===== config.mk =====
export PLATFORM = sky130hd
export DESIGN_NAME = fir_tap_buffer
export DESIGN_NICKNAME = d
export VERILOG_FILES = /design/src/rtl/fir_pkg.sv /design/src/rtl/fir_tap_ring.sv /design/src/rtl/fir_tap_buffer.sv
export SDC_FILE = /design/constraint.sdc
export NUM_CORES = 1
export LEC_CHECK = 0
export BUFFER_PORTS_ARGS = -buffer_cell sky130_fd_sc_hd__clkbuf_2
export CORE_ASPECT_RATIO = 1.1
export CORE_MARGIN = 1
export CORE_UTILIZATION = 45
export CTS_CLUSTER_SIZE = 24
export DETAILED_ROUTE_END_ITERATION = 10
export MAX_ROUTING_LAYER = met4
export PLACE_DENSITY = 0.67
export SLEW_MARGIN = 25
export SYNTH_ARGS = -nofsm -noshare
export SYNTH_HDL_FRONTEND = slang
export SYNTH_HIERARCHICAL = 1
export SYNTH_SLANG_ARGS = --single-unit

===== constraint.sdc =====
create_clock -name clk -period 4.4 [get_ports clk]
set_input_delay 0 -clock clk [delete_from_list [all_inputs] [get_ports clk]]
set_output_delay 0 -clock clk [all_outputs]
set_load 0.03 [all_outputs]

===== src/rtl/fir_pkg.sv =====
// Shared defaults and index helpers for the FIR sample-history datapath.
package fir_pkg;

  localparam int unsigned DataWDef = 8;
  localparam int unsigned TapsDef  = 5;
  localparam int unsigned ChDef    = 1;

  function automatic int unsigned ch_width(input int unsigned ch);
    return (ch > 1) ? $clog2(ch) : 1;
  endfunction

  // (p - k) mod n for p < n and k <= n, valid for any n.
  function automatic int unsigned mod_dec(input int unsigned p, input int unsigned k,
                                          input int unsigned n);
    int unsigned s;
    s = p + n - k;
    return (s >= n) ? s - n : s;
  endfunction

endpackage


===== src/rtl/fir_tap_ring.sv =====
// One channel's circular sample ring with fill tracking; window is age-ordered, tap 0 newest.
module fir_tap_ring
  import fir_pkg::*;
#(
  parameter int unsigned DataW = DataWDef,
  parameter int unsigned Taps  = TapsDef
) (
  input  logic                  clk,
  input  logic                  rst_n,
  input  logic                  clear_i,
  input  logic                  wr_en_i,
  input  logic [DataW-1:0]      wr_data_i,
  output logic [Taps*DataW-1:0] taps_o,
  output logic                  primed_o
);

  localparam int unsigned PtrW = $clog2(Taps);
  localparam int unsigned FcW  = $clog2(Taps + 1);

  logic [DataW-1:0] mem_q [Taps];
  logic [PtrW-1:0]  wp_q, wp_d;
  logic [FcW-1:0]   fc_q, fc_d;

  always_comb begin
    wp_d = (wp_q == PtrW'(Taps - 1)) ? '0 : wp_q + PtrW'(1);
    fc_d = (fc_q == FcW'(Taps)) ? fc_q : fc_q + FcW'(1);
  end

  always_ff @(posedge clk or negedge rst_n) begin
    if (!rst_n) begin
      for (int i = 0; i < Taps; i++) mem_q[i] <= '0;
      wp_q <= '0;
      fc_q <= '0;
    end else if (clear_i) begin
      for (int i = 0; i < Taps; i++) mem_q[i] <= '0;
      wp_q <= '0;
      fc_q <= '0;
    end else if (wr_en_i) begin
      mem_q[wp_q] <= wr_data_i;
      wp_q        <= wp_d;
      fc_q        <= fc_d;
    end
  end

  // wp_q points one past the newest entry, so tap k lives k+1 slots behind it.
  always_comb begin
    taps_o = '0;
    for (int k = 0; k < Taps; k++) begin
      taps_o[k*DataW +: DataW] = mem_q[PtrW'(mod_dec(int'(wp_q), k + 1, Taps))];
    end
  end

  assign primed_o = (fc_q == FcW'(Taps));

endmodule


===== src/rtl/fir_tap_buffer.sv =====
// Multi-channel FIR tap history: per-channel rings, channel demux, registered window output.
module fir_tap_buffer
  import fir_pkg::*;
#(
  parameter int unsigned DataW = DataWDef,
  parameter int unsigned Taps  = TapsDef,
  parameter int unsigned Ch    = ChDef,
  parameter int unsigned ChW   = ch_width(Ch)
) (
  input  logic                  clk,
  input  logic                  rst_n,
  input  logic                  clear_i,
  input  logic                  in_valid_i,
  input  logic [ChW-1:0]        in_ch_i,
  input  logic [DataW-1:0]      in_data_i,
  output logic                  out_valid_o,
  output logic [ChW-1:0]        out_ch_o,
  output logic [Taps*DataW-1:0] out_taps_o,
  output logic                  out_primed_o
);

  logic                  accept;
  logic [Ch-1:0]         wr_en;
  logic [Taps*DataW-1:0] ring_taps [Ch];
  logic [Ch-1:0]         ring_primed;

  logic                  pend_valid_q;
  logic [ChW-1:0]        pend_ch_q;
  logic [Taps*DataW-1:0] sel_taps;
  logic                  sel_primed;
  logic                  out_valid_d;

  logic                  out_valid_q;
  logic [ChW-1:0]        out_ch_q;
  logic [Taps*DataW-1:0] out_taps_q;
  logic                  out_primed_q;

  assign accept = in_valid_i & ~clear_i & (32'(in_ch_i) < Ch);

  for (genvar c = 0; c < Ch; c++) begin : g_ring
    assign wr_en[c] = accept & (in_ch_i == ChW'(c));

    fir_tap_ring #(
      .DataW(DataW),
      .Taps (Taps)
    ) u_ring (
      .clk      (clk),
      .rst_n    (rst_n),
      .clear_i  (clear_i),
      .wr_en_i  (wr_en[c]),
      .wr_data_i(in_data_i),
      .taps_o   (ring_taps[c]),
      .primed_o (ring_primed[c])
    );
  end

  always_comb begin
    sel_taps   = ring_taps[0];
    sel_primed = ring_primed[0];
    for (int c = 0; c < Ch; c++) begin
      if (pend_ch_q == ChW'(c)) begin
        sel_taps   = ring_taps[c];
        sel_primed = ring_primed[c];
      end
    end
    // A clear landing while a window is pending also drops that window.
    out_valid_d = pend_valid_q & ~clear_i;
  end

  always_ff @(posedge clk or negedge rst_n) begin
    if (!rst_n) begin
      pend_valid_q <= 1'b0;
      pend_ch_q    <= '0;
      out_valid_q  <= 1'b0;
      out_ch_q     <= '0;
      out_taps_q   <= '0;
      out_primed_q <= 1'b0;
    end else begin
      pend_valid_q <= accept;
      if (accept) pend_ch_q <= in_ch_i;
      out_valid_q <= out_valid_d;
      if (out_valid_d) begin
        out_ch_q     <= pend_ch_q;
        out_taps_q   <= sel_taps;
        out_primed_q <= sel_primed;
      end
    end
  end

  assign out_valid_o  = out_valid_q;
  assign out_ch_o     = out_ch_q;
  assign out_taps_o   = out_taps_q;
  assign out_primed_o = out_primed_q;

endmodule


==> metrics <==
Clk pin slew, worst setup/hold paths 0.07 ns; worst-skew pair later-pin latency 0.35 ns; Netlist Area Pre-Place 6160 um^2; critical path required time 4.63 ns; vias in the first global route 4645; hold_sp in_valid_i; synth unique cells 59; Crit Path Class reg -> reg; Synth Area in Simple Gates 12.5%; GR Overflow Total 0; Sw Share 27.9%; largest net degree at the start of global routing 58; HPWL Detailed 11600 um; antenna cell count 0; post-synthesis compound-gate area fraction 15.0%; vias 4834; CTS root buffer clkbuf_16; commonest cells after routing, fill and taps aside dfrtp_1, mux2i_1, nand2_1; share of cells above drive strength 1 25.8%; cells on worst reg2reg path 12; PortBufs 55; first-pass GRT wire length 26300 um; Internal 0.00135 W; reg-to-reg slack, setup 0.64 ns; Slew Viols, Final 0; dpl cells 791; IO Count 56; Async S/R FF share, synth 100%; final setup TNS 0 ns; Synth Net Count 595; Post-synth top flop dfrtp_1; initial antenna violation count 0; Starting Density 46.4%; status finished clean; Post-Synth XOR/XNOR Area 1.95%; Reg-to-Reg Start g_ring[0].u_ring/wp_q[0]; unrepaired setup endpoints after global routing false; Final ANT Viol Nets 0; Setup-failing EPs final 0; post-layout min period 3.76 ns; Setup Skew 0.00977 ns; Hold Path Cell Cnt 3; fin crit share 85.4%; Vias/cell 5.92; Max IR drop VDD 0.213 mV; worst hold path class in -> reg; Switch Pwr 0.000524 W; multiplexer share of the synthesized area 27.4%; nets 651; final wirelength 16100 um; H-Tree Level Count 3; CTS tree built; fmax 0.266 GHz; GPL Wtd Cong 0.932; wire per inst 19.7 um; Worst Tran Pin Value 0.990 ns; critical path peak fanout 24; Pre-Repair DR Iteration Count 5; sequential power share 46.3%; overall die height 125 um; CTS max path bufs 2; GRT Resource Usage Total 24.6%; Yosys reg bits 91; Synth warnings 6; reg-to-reg endpoint out_taps_o[4]; Hold EP pend_valid_q; Post-Synth Adder-Cell Area 2.03%; Pleak 3.20 nW; Power per Cell Area 270 nW/um^2; post-synthesis cell count 572; Avg Synthesized Cell Area 10.8 um^2; Post-synth EDFFs 0; DR iter-0 viols 347; clock buffer count from CTS 9; register area share after synthesis 37.0%; crit path launch type register; Final Hold Fails 0; Slew headroom 33.5%; commonest non-fill, non-tap cell in the layout dfrtp_1; fin cells 817; worst path arrival time 3.99 ns; die footprint 14200 um^2; Core ar. 13300 um^2; power share of the clock group 38.3%; critical path capture point type register; largest family of logic cells by synthesized area multiplexers; # clock sinks 91; DRC Markers 0; number of cell rows 44; Comb pwr share 15.4%; chip width 114 um; max cap viols 0; Layout area overhead 12.8%
## cells in the mapped netlist, types with 4 or more instances
master / n / area share, %
mux4_2: 10 / 3.7
buf_2: 7 / 0.57
a22o_1: 13 / 1.8
inv_1: 6 / 0.37
clkbuf_1: 9 / 0.55
nand2b_1: 5 / 0.51
and2_1: 7 / 0.71
mux2i_1: 79 / 13
ha_1: 10 / 2.0
buf_6: 10 / 1.8
mux2_4: 39 / 9.5
o2bb2ai_1: 5 / 0.71
a21oi_1: 28 / 2.3
nor3_1: 7 / 0.57
xnor2_1: 5 / 0.71
nand2_1: 61 / 3.7
o22ai_1: 8 / 0.81
a211oi_1: 6 / 0.73
dfrtp_1: 91 / 37
o221ai_1: 20 / 2.8
and3_1: 4 / 0.41
buf_1: 4 / 0.24
nand3_1: 13 / 1.1
nor2b_1: 6 / 0.61
a22oi_1: 4 / 0.49
nor3_2: 4 / 0.65
o21ai_0: 7 / 0.57
nor2_1: 42 / 2.6
inv_2: 4 / 0.24
a21o_1: 9 / 1.1
o31a_1: 4 / 0.57
## power by group through the flow
stage	Sequential, W	Clock (W)	Combinational, W
2_1_floorplan	0.000905	0	0.000183
3_3_place_gp	0.000883	0	0.000278
3_5_place_dp	0.000885	0	0.000281
4_1_cts	0.000869	0.000740	0.000289
5_1_grt	0.000871	0.000771	0.000313
6_report	0.000869	0.000718	0.000290
## worst max-delay path, cell delays in order, from the launching register on
cell and delay (ns):
dfrtp_1 0.52, buf_4 0.42, nand2_2 0.14, nand2_2 0.11, inv_2 0.06, ha_1 0.31, a221oi_2 0.39, o221ai_2 0.23
xnor2_4 0.63, mux2i_1 0.26, o22ai_1 0.11, a21o_1 0.19, mux2_4 0.25
## worst max-delay path by stage
stage	endpoint	slack, ns	start
6_report	out_taps_o[4]	0.64	g_ring[0].u_ring/wp_q[0]
5_1_grt	out_taps_o[5]	0.34	g_ring[0].u_ring/wp_q[0]
4_1_cts	out_taps_o[4]	0.69	g_ring[0].u_ring/wp_q[0]
3_5_place_dp	out_taps_o[4]	0.72	g_ring[0].u_ring/wp_q[0]
3_3_place_gp	out_taps_o[0]	0.75	g_ring[0].u_ring/wp_q[0]
2_1_floorplan	out_taps_o[11]	1.01	g_ring[0].u_ring/wp_q[0]
## logic make-up (layout without fill, tap and decap cells)
kind of cell,after synthesis,in the layout
adder cells (fa/ha/maj),10,10
multiplexers,133,133
XOR/XNOR,9,9
AND/OR/NAND/NOR,162,162
flip-flops,91,91
AO/OA/AOI/OAI,124,124
buffers and inverters,43,104
## flip-flops by register name (all words and copies together), names as in the netlist
signal               cells
out_ch_o                 1
out_primed_o             1
out_taps_o              40
g_ring.u_ring/wp_q       3
g_ring.u_ring/mem_q     40
pend_ch_q                1
out_valid_o              1
pend_valid_q             1
g_ring.u_ring/fc_q       3
## per-stage QoR
step	setup slack [ns]	power [W]	util [%]	hold WS (ns)	area, um^2
finish	0.644	0.00188	52.4	0.0672	6950
global route	0.345	0.00195	52.4	0.0640	6950
CTS	0.694	0.00190	52.3	0.0551	6930
detailed placement	0.719	0.00117	49.4	-0.0246	6560
global placement	0.753	0.00116	49.4	-0.0339	6560
floorplan	1.01	0.00109	-	-0.296	6160
## routing by layer
layer  global-route usage [%]  vias to the layer above  part of all wire (%)
met2                     34.9                      176                    44
met1                     35.0                     2374                    48
met4                     8.75                        0                   1.9
met5                        -                        -                     0
li1                         -                     2255                     -
met3                     4.48                       29                   6.4
## cell type report
type	instances	area, um^2
Timing Repair Buffer	78	475
Clock buffer	10	229
Fill cell	1203	6320
Multi-Input combinational cell	438	3650
Inverter	10	37.5
Sequential cell	91	2280
Tap cell	184	230
Clock inverter	6	47.5
## repair_timing
item / CTS / global route
endpoints found under the hold margin: 75 / 0
resized for setup: 0 / 0
hold buffers: 10 / 0
buffers inserted: 0 / 0
No activity file was read; power rests on OpenSTA's default activity.
